File: config.mk
export PLATFORM = sky130hd
export DESIGN_NAME = intra_pred_plane_pe
export DESIGN_NICKNAME = d
export VERILOG_FILES = /design/src/rtl/intra_pred_plane_pe.sv
export SDC_FILE = /design/constraint.sdc
export NUM_CORES = 1
export LEC_CHECK = 0
export ABC_AREA = 1
export CORE_UTILIZATION = 50
export DETAILED_ROUTE_END_ITERATION = 8
export PLACE_DENSITY_LB_ADDON = 0.1
export SYNTH_ARGS = -nofsm -noshare
export SYNTH_HDL_FRONTEND = slang
export SYNTH_SLANG_ARGS = --single-unit
File: constraint.sdc
create_clock -name clk -period 2.7 [get_ports clk]
set_input_delay 0.675 -clock clk [delete_from_list [all_inputs] [get_ports clk]]
set_output_delay 0.675 -clock clk [all_outputs]
set_load 0.01 [all_outputs]
File: src/rtl/intra_pred_plane_pe.sv
// Plane-mode 4x4 prediction engine: one predicted row per enabled cycle from seed/b/c gradients.
// Optional block checksum output is enabled by defining INTRA_PLANE_CHECKSUM_EN.
module intra_pred_plane_pe #(
    parameter int PIX_W = 8,
    parameter int ACC_W = 17
) (
    input  logic               clk,
    input  logic               rst_n,
    input  logic               ena,
    input  logic               start,
    input  logic [4:0]         blk4x4_counter,
    input  logic [14:0]        seed,
    input  logic [11:0]        b,
    input  logic [11:0]        c,
    output logic               busy,
    output logic               row_valid,
    output logic [1:0]         row_idx,
    output logic [4*PIX_W-1:0] pred_row,
    output logic               done,
    output logic [4:0]         blk_idx_out,
`ifdef INTRA_PLANE_CHECKSUM_EN
    output logic [11:0]        blk_checksum,
`endif
    output logic [14:0]        PE0_sum_reg,
    output logic [14:0]        PE3_sum_reg
);

    typedef enum logic {IDLE, ROW} state_t;

    localparam logic signed [ACC_W-1:0] ROUND   = ACC_W'(16);
    localparam logic signed [ACC_W-1:0] PIX_MAX = ACC_W'((1 << PIX_W) - 1);

    function automatic logic [PIX_W-1:0] clipPix(input logic signed [ACC_W-1:0] v);
        logic signed [ACC_W-1:0] s;
        s = (v + ROUND) >>> 5;
        if (s < 0)
            clipPix = '0;
        else if (s > PIX_MAX)
            clipPix = '1;
        else
            clipPix = s[PIX_W-1:0];
    endfunction

    state_t                   state_q, state_d;
    logic [1:0]               r_q, r_d;
    logic signed [ACC_W-1:0]  lane_q [4];
    logic signed [ACC_W-1:0]  lane_d [4];
    logic signed [ACC_W-1:0]  loadLane [4];
    logic signed [ACC_W-1:0]  emitLane [4];
    logic signed [ACC_W-1:0]  cStep_q, cStep_d;
    logic signed [ACC_W-1:0]  seedExt, bExt, cExt;
    logic [4:0]               blk_q, blk_d;
    logic                     rowValid_q, rowValid_d;
    logic                     done_q, done_d;
    logic [1:0]               rowIdx_q, rowIdx_d;
    logic [4*PIX_W-1:0]       predRow_q, predRow_d, emitRow;
    logic [14:0]              pe0_q, pe0_d, pe3_q, pe3_d;
    logic [11:0]              emitSum;
    logic                     lastRow, accept;
`ifdef INTRA_PLANE_CHECKSUM_EN
    logic [11:0]              csAcc_q, csAcc_d, cs_q, cs_d;
`endif

    // Lane seeds for a new block; 3b is formed as (b<<1)+b.
    always_comb begin
        seedExt     = ACC_W'(signed'(seed));
        bExt        = ACC_W'(signed'(b));
        cExt        = ACC_W'(signed'(c));
        loadLane[0] = seedExt;
        loadLane[1] = seedExt + bExt;
        loadLane[2] = seedExt + (bExt <<< 1);
        loadLane[3] = seedExt + (bExt <<< 1) + bExt;
    end

    assign lastRow = (state_q == ROW) && (r_q == 2'd3);
    assign accept  = ena && start && ((state_q == IDLE) || lastRow);

    // The row being registered comes from the fresh seeds on accept, otherwise from the running lanes.
    always_comb begin
        emitRow = '0;
        emitSum = '0;
        for (int x = 0; x < 4; x++) begin
            emitLane[x] = accept ? loadLane[x] : lane_q[x];
            emitRow[x*PIX_W +: PIX_W] = clipPix(emitLane[x]);
            emitSum = emitSum + 12'(clipPix(emitLane[x]));
        end
    end

    always_comb begin
        state_d    = state_q;
        r_d        = r_q;
        cStep_d    = cStep_q;
        blk_d      = blk_q;
        rowValid_d = rowValid_q;
        done_d     = done_q;
        rowIdx_d   = rowIdx_q;
        predRow_d  = predRow_q;
        pe0_d      = pe0_q;
        pe3_d      = pe3_q;
        for (int x = 0; x < 4; x++) lane_d[x] = lane_q[x];
`ifdef INTRA_PLANE_CHECKSUM_EN
        csAcc_d    = csAcc_q;
        cs_d       = cs_q;
`endif
        if (accept) begin
            state_d    = ROW;
            r_d        = 2'd0;
            cStep_d    = cExt;
            blk_d      = blk4x4_counter;
            rowValid_d = 1'b1;
            done_d     = 1'b0;
            rowIdx_d   = 2'd0;
            predRow_d  = emitRow;
            pe0_d      = loadLane[3][14:0];
            for (int x = 0; x < 4; x++) lane_d[x] = loadLane[x] + cExt;
`ifdef INTRA_PLANE_CHECKSUM_EN
            csAcc_d    = emitSum;
`endif
        end else if (ena && (state_q == ROW)) begin
            if (lastRow) begin
                state_d    = IDLE;
                rowValid_d = 1'b0;
                done_d     = 1'b0;
                rowIdx_d   = 2'd0;
            end else begin
                r_d       = r_q + 2'd1;
                rowIdx_d  = r_q + 2'd1;
                predRow_d = emitRow;
                for (int x = 0; x < 4; x++) lane_d[x] = lane_q[x] + cStep_q;
`ifdef INTRA_PLANE_CHECKSUM_EN
                csAcc_d   = csAcc_q + emitSum;
`endif
                if (r_q == 2'd2) begin
                    done_d = 1'b1;
                    pe3_d  = lane_q[0][14:0];
`ifdef INTRA_PLANE_CHECKSUM_EN
                    cs_d   = csAcc_q + emitSum;
`endif
                end
            end
        end
    end

    always_ff @(posedge clk or negedge rst_n) begin
        if (!rst_n) begin
            state_q    <= IDLE;
            r_q        <= '0;
            cStep_q    <= '0;
            blk_q      <= '0;
            rowValid_q <= 1'b0;
            done_q     <= 1'b0;
            rowIdx_q   <= '0;
            predRow_q  <= '0;
            pe0_q      <= '0;
            pe3_q      <= '0;
            for (int x = 0; x < 4; x++) lane_q[x] <= '0;
`ifdef INTRA_PLANE_CHECKSUM_EN
            csAcc_q    <= '0;
            cs_q       <= '0;
`endif
        end else begin
            state_q    <= state_d;
            r_q        <= r_d;
            cStep_q    <= cStep_d;
            blk_q      <= blk_d;
            rowValid_q <= rowValid_d;
            done_q     <= done_d;
            rowIdx_q   <= rowIdx_d;
            predRow_q  <= predRow_d;
            pe0_q      <= pe0_d;
            pe3_q      <= pe3_d;
            for (int x = 0; x < 4; x++) lane_q[x] <= lane_d[x];
`ifdef INTRA_PLANE_CHECKSUM_EN
            csAcc_q    <= csAcc_d;
            cs_q       <= cs_d;
`endif
        end
    end

    assign busy        = (state_q == ROW);
    assign row_valid   = rowValid_q;
    assign row_idx     = rowIdx_q;
    assign pred_row    = predRow_q;
    assign done        = done_q;
    assign blk_idx_out = blk_q;
    assign PE0_sum_reg = pe0_q;
    assign PE3_sum_reg = pe3_q;
`ifdef INTRA_PLANE_CHECKSUM_EN
    assign blk_checksum = cs_q;
`endif

endmodule

==> results of run 1 <==
-- power by group --
group	internal [mW]	switching [mW]
Clock	1.28	1.19
Sequential	3.41	1.02
Combinational	9.45	11.5
Total	14.1	13.7
-- final timing paths --
check,endpoint,cells after the start,startpoint,slack (ns)
setup / recovery,lane_q[16]$_DFFE_PN0P_,28,b[0],-1.13
hold / removal,lane_q[43]$_DFFE_PN0P_,1,rst_n,0.10
setup reg to reg,lane_q[33]$_DFFE_PN0P_,19,cStep_q[0]$_DFFE_PN0P_,-0.24
hold reg to reg,pred_row[30]$_DFFE_PN0P_,2,pred_row[30]$_DFFE_PN0P_,0.47
max in group asynchronous,PE3_sum_reg[12]$_DFFE_PN0P_,2,rst_n,1.88
min in group clk,pred_row[30]$_DFFE_PN0P_,2,pred_row[30]$_DFFE_PN0P_,0.47
-- critical path, delay by kind of cell --
kind            cells  cell delay, ns
fa+ha+maj           4            1.06
buf+inv             3            0.22
compound gates      3            0.59
xor+xnor            1            0.17
simple gates       17            1.50
-- layout by cell type (no fill, tap or decap), drive strengths merged, types with 44 or more instances in the layout --
master,n
nand3,190
nand2,885
clkdlybuf4s50,87
nor2,146
ha,172
buf,636
xor2,44
a21oi,193
dfrtp,153
inv,292
o21ai,176
-- repair_timing --
item | in CTS | in global routing
pin swaps | 165 | 197
endpoints found under the setup margin | 98 | 86
cloned | 3 | 2
gates resized for setup | 438 | 289
buffers inserted | 46 | 69
hold endpoints to repair | 0 | 0
-- per-layer routing --
metal | part of all wire, % | global-route usage, % | up-vias
met5 | 0 | 0 | -
met4 | 5.3 | 17.1 | 0
met3 | 8.8 | 7.35 | 252
met2 | 46 | 62.4 | 999
met1 | 40 | 50.8 | 9924
li1 | - | - | 9816
-- stage by stage --
step | std cells | util, % | TNS (ns) | hold slack, ns | power, mW
final | 3700 | 83.2 | -37.12 | 0.105 | 27.9
after global routing | 3700 | 83.2 | -47.03 | 0.128 | 29.8
after CTS | 3640 | 78.2 | -24.25 | 0.113 | 25.6
after detailed placement | 3567 | 70.7 | -119.80 | 0.464 | 21.8
after global placement | 3567 | 70.7 | -112.11 | 0.462 | 21.2
after floorplan | 2544 | - | -24.09 | 0.379 | 14.7
-- kinds of logic after synthesis --
kind of cell	count (synthesis)	synth area share [%]
compound gates	477	16.2
xor+xnor	68	3.63
fa+ha+maj	183	14.5
buf+inv	342	8.27
simple gates	1321	34.1
flops	153	23.3
-- area by class of cell --
cell class	instances	area, um^2
Clock buffer	20	437
Sequential cell	153	3830
Tap cell	435	544
Inverter	287	1100
Timing Repair inverter	2	27.5
Clock inverter	12	116
Multi-Input combinational cell	2049	14200
Fill cell	2066	5370
Timing Repair Buffer	742	6270
==> metrics.cfg, run 1 <==
[global_route]
grt_pass1_vias = 19600
antenna_found_initial = 1
grt_pass1_wl_mm = 102
grt.overflow.total = 0
track_usage_pct = 38.9
grt_max_degree = 57

[cts]
cts_buffers = 17
cts_num_sinks = 153
clk_pin_slew_ns = 0.09
cts_tree = done
clock_latency_ns = 0.48
clock_path_buffers = 2
hold_buffers = 0
cts-htree-levels = 4
cts-root-buf = clkbuf_16

[sta]
fmax_ghz = 0.261
worstMarginPinSlew_ns = 0.765
hold_viol = 0
maxSlewViolCount = 0
finalCriticalPeriod_ns = 3.83
period_share_pct = 142
finalSetupViolCount = 78
skew_ns = 0.0195
slew_headroom_pct = 49.0
postLayoutSetupSlackWorst_ns = -1.13
rsz0062_at_grt = yes

[synthesis]
synthMostInstantiatedCell = nand2_1
yosysTopAreaCell = dfrtp_1
ys_warn_count = 0
netlist_area_um2 = 16400
yosysUniqueCellTypes = 50
synth_edf_count = 0
synthFlopType = dfrtp_1
syn_nets = 2775
netlist_instances = 2544
synth_top_area_share_pct = 23.3
ys_ff_latch = 153
ys_seq_area_share_pct = 23.3
syn_avg_cell_area_um2 = 6.45
synth_common_cells = nand2_1, inv_1, a21oi_1, nand3_1, ha_1
ys_async_sr_fraction_pct = 100
synth_area_leaders = dfrtp_1, nand2_1, ha_1

[detailed_routing]
antenna_left = 0
dr.pass1.iters = 6
dr.first_iter.drc_count = 2011
wirelength_mm = 69.9
via_count = 20991
avgViaCountPerCell = 5.67
drc = 0
wl_per_cell_um = 18.9

[critical_path]
endpoint_kind = register
critPathMaxStageDelay_ns = 0.37
path_max_fanout = 5
crit_type = in2reg
worstPathArrival_ns = 4.22
crit_slowest_cell = fa_2
cp_data_required_time_ns = 3.09
cpMostUsedCell = nand2_2
start_kind = input pin

[floorplanning]
rows = 65
io_pins = 120
core_area_um2 = 31900
initial_utilization_pct = 51.5
die_y_um = 183
dieWidth_um = 183
dieArea_um2 = 33500

[finish]
fin_area_um2 = 26500
largest_register_ffs = 68
largest_register = lane_q
diodes = 0
nets = 3483
syn_to_final_growth_pct = 61.6
drive_above_1_share_pct = 38.4

[power_and_ir_drop]
p_leak_nw = 13.4
powerDensity_nw_per_um2 = 1050
ir_drop_mv = 0.879

[place]
detailed_place_hpwl_mm = 48.4
portBuffers = 119
gp_congestion = 0.996
pre_cts_ws_ns = -2.14
place_area_um2 = 22600

[status]
status = finished with violations
violations = negative setup slack

[hold_path]
min_path_type = in2async

[flow_run]
maxCapViolations = 0

Note: power is estimated with default switching activity, not from simulation.
==> run 2, diff against run 1 <==
--- a/config.mk
+++ b/config.mk
@@ -8,2 +8,3 @@
 export ABC_AREA = 1
+export CORE_MARGIN = 4
 export CORE_UTILIZATION = 50
--- a/constraint.sdc
+++ b/constraint.sdc
@@ -3,2 +3,2 @@
 set_output_delay 0.675 -clock clk [all_outputs]
-set_load 0.01 [all_outputs]
+set_load 0.02 [all_outputs]
==> metrics.cfg, run 2 (same netlist as run 1, synthesis figures left out) <==
[cts]
cts-htree-levels = 4  ; unchanged
clock_latency_ns = 0.48  ; about the same
clk_pin_slew_ns = 0.08  ; was 0.09 ns
cts_num_sinks = 153  ; unchanged
hold_buffers = 0  ; unchanged
cts_tree = done  ; unchanged
cts_buffers = 17  ; unchanged
clock_path_buffers = 2  ; unchanged
cts-root-buf = clkbuf_16  ; unchanged

[critical_path]
crit_slowest_cell = fa_2  ; unchanged
start_kind = input pin  ; unchanged
endpoint_kind = register  ; unchanged
path_buf_inv = 6  ; was 3
cp_data_required_time_ns = 3.08  ; was 3.09 ns
path_max_fanout = 4  ; was 5
cp_top_family = simple AND/OR/NAND/NOR gates  ; unchanged
crit_path_start = b[0]  ; unchanged
r2r-start = cStep_q[5]$_DFFE_PN0P_  ; was cStep_q[0]$_DFFE_PN0P_
cpMostUsedCell = nand2_2  ; unchanged
crit_type = in2reg  ; unchanged
critPathMaxStageDelay_ns = 0.39  ; was 0.37 ns
worstPathArrival_ns = 4.34  ; was 4.22 ns

[sta]
hold_viol = 0  ; unchanged
skew_ns = 0.0204  ; was 0.0195 ns
postLayoutSetupSlackWorst_ns = -1.26  ; was -1.13 ns
fmax_ghz = 0.252  ; was 0.261 GHz
worstMarginPinSlew_ns = 0.812  ; was 0.765 ns
finalSetupViolCount = 80  ; was 78
whs_ns = 0.130  ; was 0.105 ns
maxSlewViolCount = 0  ; unchanged
rsz0062_at_grt = yes  ; unchanged
period_share_pct = 147  ; was 142%
slew_headroom_pct = 45.8  ; was 49.0%
finalCriticalPeriod_ns = 3.96  ; was 3.83 ns

[power_and_ir_drop]
p_leak_nw = 13.2  ; was 13.4 nW
powerDensity_nw_per_um2 = 1080  ; was 1050 nW/um^2
ir_drop_mv = 1.01  ; was 0.879 mV

[floorplanning]
initial_utilization_pct = 50.6  ; was 51.5%
io_pins = 120  ; unchanged
rows = 66  ; was 65
core_area_um2 = 32500  ; was 31,900 um^2
die_y_um = 189  ; was 183 um
dieArea_um2 = 35800  ; was 33,500 um^2
dieWidth_um = 189  ; was 183 um

[detailed_routing]
wirelength_mm = 70.7  ; was 69.9 mm
avgViaCountPerCell = 5.68  ; was 5.67
dr.first_iter.drc_count = 1888  ; was 2,011
antenna_left = 0  ; unchanged
drc = 0  ; unchanged
via_count = 20875  ; was 20,991
dr.pass1.iters = 6  ; unchanged
wl_per_cell_um = 19.2  ; was 18.9 um

[finish]
nFillCells = 2168  ; was 2,066
final_common_cell = nand2_1  ; unchanged
post-route-util_pct = 81.0  ; was 83.2%
multi_input_area_um2 = 14200  ; about the same
final_cell_mix = nand2_1, buf_4, inv_1, nand2_2, dfrtp_1  ; was nand2_1, buf_4, inv_1, dfrtp_1, nand2_2
seqCellArea_um2 = 3830  ; unchanged
layoutNonFillerInstCount = 3672  ; was 3,700
syn_to_final_growth_pct = 60.3  ; was 61.6%
nets = 3447  ; was 3,483
largest_register = lane_q  ; unchanged
drive_above_1_share_pct = 38.3  ; was 38.4%
largest_register_ffs = 68  ; unchanged

[global_route]
grt_pass1_wl_mm = 107  ; was 102 mm
grt_max_degree = 57  ; unchanged
antenna_found_initial = 2  ; was 1
grt.overflow.total = 0  ; unchanged
track_usage_pct = 37.3  ; was 38.9%
grt_pass1_vias = 20297  ; was 19,600

[status]
violations = negative setup slack  ; unchanged
status = finished with violations  ; unchanged

[hold_path]
min_path_type = in2async  ; unchanged

[place]
gp_congestion = 0.988  ; was 0.996
pre_cts_ws_ns = -2.11  ; was -2.14 ns
portBuffers = 119  ; unchanged
dp_cells = 3567  ; unchanged
detailed_place_hpwl_mm = 49.6  ; was 48.4 mm

[flow_run]
maxCapViolations = 0  ; unchanged

## run 2: cell types whose count changed in the layout (fill, tap and decap cells not counted), moves of 7 or more
cell | before | now
nor2_2 | 17 | 24
nor2_1 | 100 | 93
nand2_2 | 152 | 161
buf_2 | 11 | 19
buf_4 | 562 | 519
buf_6 | 41 | 54
## run 2: power breakdown
group / switching, mW / total [mW] / internal, mW
combinational: 12.0 / 21.4 / 9.40
sequential: 1.03 / 4.44 / 3.41
clock: 1.21 / 2.66 / 1.45
## run 2: worst reg2reg max path: cells and delay by family (launching register included)
kind | cells | cell delay, ns
and+or+nand+nor | 6 | 0.41
buffers and inverters | 1 | 0.16
DFF | 1 | 0.64
adders and majority gates | 1 | 0.38
AOI/OAI and AO/OA | 5 | 1.31
## run 2: metal layers
metal  wire [um]  vias up  share of wire, %  global-route usage (%)
met5          13        -             0.018                       0
met1       28600     9769                40                    48.3
li1            -     9759                 -                       -
met3        5720      300               8.1                    6.60
met4        4180        2               5.9                    17.7
met2       32200     1045                46                    60.7
## run 2: timing repair
item                       4_1_cts  5_1_grt
pin swaps                      187      172
setup endpoints to repair       92       87
setup buffers                   62       42
gates resized for setup        507      263
gates cloned                     1        0
## run 2: worst paths after layout
path                            cells past startpoint  slack, ns                        to
worst max register to register                     13      -0.31    lane_q[33]$_DFFE_PN0P_
worst max-delay path                               29      -1.26    lane_q[15]$_DFFE_PN0P_
max in group asynchronous                           2       1.81     lane_q[9]$_DFFE_PN0P_
worst min-delay path                                1       0.13   pred_row[8]$_DFFE_PN0P_
min in group clk                                    2       0.47  pred_row[30]$_DFFE_PN0P_
worst min register to register                      2       0.47  pred_row[30]$_DFFE_PN0P_
## run 2: area by class of cell
| type | instances | share of cell area (%) |
|---|---|---|
| multi-input combinational | 2049 | 54.1 |
| timing repair buffer | 708 | 22.7 |
| sequential | 153 | 14.6 |
| inverter | 287 | 4.23 |
| tap | 442 | 2.10 |
| clock buffer | 21 | 1.79 |
| clock inverter | 11 | 0.523 |
| antenna | 1 | 0.00952 |
## run 2: stage by stage
stage	total power [mW]	instance area [um^2]	setup TNS [ns]
final	28.5	26300	-43.66
after global routing	30.5	26300	-54.74
after CTS	26.6	25200	-29.33
after detailed placement	22.3	22600	-117.07
after global placement	21.7	22600	-112.07
after floorplan	15.1	17000	-24.09
